<file path="config.mk">
export PLATFORM = sky130hd
export DESIGN_NAME = instr_prefetch_reg
export DESIGN_NICKNAME = d
export VERILOG_FILES = /design/src/rtl/instr_prefetch_reg.sv
export SDC_FILE = /design/constraint.sdc
export NUM_CORES = 1
export LEC_CHECK = 0
export ABC_AREA = 1
export CAP_MARGIN = 40
export CORE_MARGIN = 2
export CORE_UTILIZATION = 55
export CTS_CLUSTER_DIAMETER = 150
export DETAILED_ROUTE_END_ITERATION = 10
export GPL_ROUTABILITY_DRIVEN = 0
export HOLD_SLACK_MARGIN = 0.15
export PLACE_DENSITY_LB_ADDON = 0.05
export SYNTH_ARGS = -nofsm -noshare
export SYNTH_HDL_FRONTEND = slang
export SYNTH_SLANG_ARGS = --single-unit
</file>
<file path="constraint.sdc">
create_clock -name clk -period 2.6 [get_ports clk]
set_input_delay 0.65 -clock clk [delete_from_list [all_inputs] [get_ports clk]]
set_output_delay 0.65 -clock clk [all_outputs]
set_load 0.005 [all_outputs]
</file>
<file path="src/rtl/instr_prefetch_reg.sv">
// Purpose : instruction prefetch queue feeding a single instruction register (IR).
// Latency : one edge from accepted word to ir when the queue is empty (bypass);
//           otherwise words leave in arrival order as the IR advances.
// Backpressure: in_ready drops when the queue holds DEPTH words or flush is high;
//           it is computed from registered occupancy only, never from stall.
// Ports   : clk/rst_n (async active-low), in_valid/in_ready/in_instr fetch side,
//           stall/flush from decode, ir_valid/ir/opcode decode side, count = queue
//           occupancy (IR not included).
module instr_prefetch_reg #(
  parameter int WIDTH = 16,
  parameter int DEPTH = 4,
  parameter int OPW   = 4
) (
  input  logic                   clk,
  input  logic                   rst_n,
  input  logic                   in_valid,
  output logic                   in_ready,
  input  logic [WIDTH-1:0]       in_instr,
  input  logic                   stall,
  input  logic                   flush,
  output logic                   ir_valid,
  output logic [WIDTH-1:0]       ir,
  output logic [OPW-1:0]         opcode,
  output logic [$clog2(DEPTH):0] count
);

  localparam int AW = $clog2(DEPTH);
  localparam int CW = AW + 1;
  localparam logic [CW-1:0] FULL = CW'(DEPTH);

  logic [WIDTH-1:0] mem [DEPTH];
  logic [AW-1:0]    rd_ptr;
  logic [AW-1:0]    wr_ptr;

  logic push;
  logic advance;
  logic pop;
  logic bypass;
  logic fifo_wr;

  assign in_ready = (count < FULL) && !flush;
  assign push     = in_valid && in_ready;
  // IR takes a new word whenever it is empty or decode is not holding it.
  assign advance  = !ir_valid || !stall;
  assign pop      = advance && (count != '0);
  // Empty queue and IR advancing: the incoming word skips the queue entirely.
  assign bypass   = advance && (count == '0) && push;
  assign fifo_wr  = push && !bypass;

  assign opcode   = ir[WIDTH-1 -: OPW];

  // Queue storage needs no reset: occupancy and pointers define what is live.
  always_ff @(posedge clk) begin
    if (fifo_wr) begin
      mem[wr_ptr] <= in_instr;
    end
  end

  always_ff @(posedge clk or negedge rst_n) begin
    if (!rst_n) begin
      ir       <= '0;
      ir_valid <= 1'b0;
      count    <= '0;
      rd_ptr   <= '0;
      wr_ptr   <= '0;
    end else if (flush) begin
      // ir keeps its value; only its validity is dropped.
      ir_valid <= 1'b0;
      count    <= '0;
      rd_ptr   <= '0;
      wr_ptr   <= '0;
    end else begin
      if (pop) begin
        ir       <= mem[rd_ptr];
        ir_valid <= 1'b1;
        rd_ptr   <= rd_ptr + AW'(1);
      end else if (bypass) begin
        ir       <= in_instr;
        ir_valid <= 1'b1;
      end else if (advance) begin
        ir_valid <= 1'b0;
      end

      if (fifo_wr) begin
        wr_ptr <= wr_ptr + AW'(1);
      end

      // Write and read in the same cycle cancel out on occupancy.
      case ({fifo_wr, pop})
        2'b10:   count <= count + CW'(1);
        2'b01:   count <= count - CW'(1);
        default: count <= count;
      endcase
    end
  end

endmodule

</file>
==> flow_metrics.py <==
metrics = {
    "finish": {
        "drive_above_1_share_pct": 8.96,
        "nets": 445,
        "area_growth_pct": 21.9,
        "final_common_cell": "nand2_1",
        "nFillCells": 557,
        "regArea_um2": 2520,
        "most-common-layout-cells": "nand2_1 (158), edfxtp_1 (64), clkdlybuf4s50_1 (45), nand3_1 (39), dfrtp_1 (24)",
        "multi_input_area_um2": 1060,
        "antenna_cells": 0,
        "postLayoutCoreUtil_pct": 68.5,
    },
    "worst_setup_path": {
        "crit_type": "in -> out",
        "crit_start": "flush",
        "cpMaxStageDelayCell": "clkdlybuf4s50_1",
        "r2r_end": "ir[13]$_DFFE_PN0P_",
        "required_ns": 1.95,
        "crit_buf_inv": 2,
        "worstPathArrival_ns": 1.73,
        "cp_top_family": "buffers and inverters",
        "crit_cells": 3,
        "crit_path_end": "in_ready",
        "ff2ff_setup_slack_ns": 0.84,
        "crit_top_cell": "clkdlybuf4s50_1",
        "crit_chain": "clkdlybuf4s50_1 > nor2_2 > clkdlybuf4s50_1",
        "cp_max_fo": 2,
        "reg2reg_from": "rd_ptr[0]$_DFFE_PN0P_",
        "worstSetupEndpointType": "output pin",
        "worst_setup_path_start_kind": "primary input",
        "r2r_cells": 8,
        "critPathMaxStageDelay_ns": 0.52,
    },
    "floorplan": {
        "num_rows": 30,
        "die-area_um2": 7500,
        "fp.dieW_um": 86.6,
        "coreArea_um2": 6680,
        "die_y_um": 86.6,
        "initial_core_util_pct": 56.2,
        "pin_count": 46,
    },
    "route": {
        "drc_errors": 0,
        "wl_per_cell_um": 14.7,
        "vias": 2606,
        "dr.pass1.iters": 4,
        "drtIter0Drc": 218,
        "wirelength_um": 7420,
        "ant_nets": 0,
        "via_per_inst": 5.17,
    },
    "yosys": {
        "synth_cell_types": 22,
        "synth_seq_cells": 88,
        "synth_area_um2": 3750,
        "yosysTopAreaCellShare_pct": 51.2,
        "synthesis.nets": 390,
        "syn_inst": 364,
        "yosys-top-cells-area": "edfxtp_1 (51%), dfrtp_1 (16%), nand2_1 (16%), nand3_1 (5.2%), o21ai_0 (2.9%)",
        "avgSynthCellArea_um2": 10.3,
        "yosysWarningCount": 0,
        "synth_top_area_cell": "edfxtp_1",
        "ys_seq_area_share_pct": 67.2,
    },
    "timing": {
        "whs_ns": 0.472,
        "max_freq_mhz": 419,
        "relSlewSlack_pct": 63.2,
        "rsz0062_at_grt": "false",
        "fin_tns_setup_ns": 0,
        "final.min_clock_period_ns": 2.38,
        "hold_viol_final": 0,
        "skew_ns": 0.00973,
        "drv_slew": 0,
        "setup_viol": 0,
        "finalCritPeriodShare_pct": 91.7,
        "worst_pin_slew_ns": 0.548,
    },
    "grt": {
        "grt_pass1_vias": 2334,
        "antenna_found_initial": 0,
        "grt-ovfl-total": 0,
        "grt_start_max_net_pins": 38,
        "grt_usage_pct": 21.4,
        "grt_pass1_wl_um": 11900,
    },
    "cts": {
        "h-tree-depth": 3,
        "cts_buffers": 9,
        "cts_setup_buffers": 0,
        "cts_sinks": 88,
        "clk_pin_slew_ns": 0.08,
        "cts_hold_buf": 0,
        "clockBufferDepth": 2,
        "clockRootBuffer": "clkbuf_8",
        "insertion_delay_ns": 0.36,
        "cts_tree": "done",
        "cts_resized": 0,
    },
    "placed_design": {
        "portBuffers": 45,
        "dp_hpwl_um": 4720,
    },
    "power": {
        "ir_worst_vdd_v": 0.000611,
        "p_total_uw": 4110,
        "p_leak_uw": 0.00194,
        "power.density_nw_per_um2": 898,
    },
    "run": {
        "cap_violations": 0,
    },
    "hold_path": {
        "hold_class": "reg -> reg",
    },
    "status": {
        "outcome": "complete, no violations",
    },
}
## area by class of cell
type / count / share of cell area [%]
sequential: 88 / 55.1
inverter: 18 / 1.48
clock inverter: 5 / 2.24
clock buffer: 11 / 3.09
timing repair buffer: 63 / 12.8
multi-input combinational: 239 / 23.1
tap: 80 / 2.19
## worst min path at each step
stage,startpoint,cells past startpoint,slack (ns),end
finish,ir[9]$_DFFE_PN0P_,2,0.47,ir[9]$_DFFE_PN0P_
global route,ir[8]$_DFFE_PN0P_,2,0.50,ir[8]$_DFFE_PN0P_
floorplan,rst_n,0,0.35,count[0]$_DFFE_PN0P_
global placement,ir[6]$_DFFE_PN0P_,2,0.45,ir[6]$_DFFE_PN0P_
CTS,ir[9]$_DFFE_PN0P_,2,0.48,ir[9]$_DFFE_PN0P_
detailed placement,ir[9]$_DFFE_PN0P_,2,0.46,ir[9]$_DFFE_PN0P_
## metal layers
layer | global-route usage, % | up-vias | part of all wire, %
li1 | - | 1310 | -
met1 | 28.5 | 1212 | 47
met2 | 34.8 | 72 | 47
met3 | 4.19 | 12 | 4.2
met4 | 8.81 | 0 | 1.7
met5 | 0 | - | 0
## worst register-to-register path, cell delays in order (launching register included)
cell and delay [ns]:
dfrtp_1 0.36, clkinv_1 0.45, buf_4 0.40, nand2_1 0.07, nand3_1 0.07, nand2_1 0.07, o21ai_0 0.09, nand2_1 0.10
nand2_1 0.05
## registers in the layout (all words and copies together) (netlist names)
signal	count
ir	16
rd_ptr	2
count	3
mem	64
ir_valid	1
wr_ptr	2
## where the power goes
group / switching [µW] / internal, µW / leakage (µW) / total [µW]
Combinational: 662 / 542 / 0.000932 / 1200
Clock: 479 / 666 / 0.000122 / 1140
Sequential: 87.7 / 1680 / 0.000885 / 1760
Total: 1230 / 2880 / 0.00194 / 4110
## cell usage after synthesis
| library cell | number |
|---|---|
| nand2_1 | 158 |
| edfxtp_1 | 64 |
| nand3_1 | 39 |
| dfrtp_1 | 24 |
| o21ai_0 | 22 |
| inv_1 | 14 |
| buf_2 | 7 |
| clkbuf_1 | 6 |
| buf_4 | 5 |
| ha_1 | 4 |
| nor2_1 | 4 |
| a21oi_1 | 3 |
| clkinv_1 | 2 |
| inv_2 | 2 |
| nand4_1 | 2 |
| nor2_2 | 2 |
| buf_6 | 1 |
| fa_1 | 1 |
| nand2_2 | 1 |
| nor3_1 | 1 |
| nor3_4 | 1 |
| nor3b_1 | 1 |
## stage by stage
step | setup WS (ns) | area, µm² | instances
after detailed placement | 0.210 | 4330 | 488
final | 0.216 | 4580 | 504
after global routing | 0.184 | 4580 | 504
after CTS | 0.209 | 4580 | 504
after floorplan | 0.474 | 3750 | 364
after global placement | 0.219 | 4330 | 488
## cells by family after synthesis
family                   after synthesis  share of synthesized area [%]
AO/OA/AOI/OAI                         25                           3.33
AND/OR/NAND/NOR                      209                           23.0
flip-flops                            88                           67.2
buffers and inverters                 37                           4.63
adder cells (fa/ha/maj)                5                           1.87
Note: power is estimated with default switching activity, not from simulation.
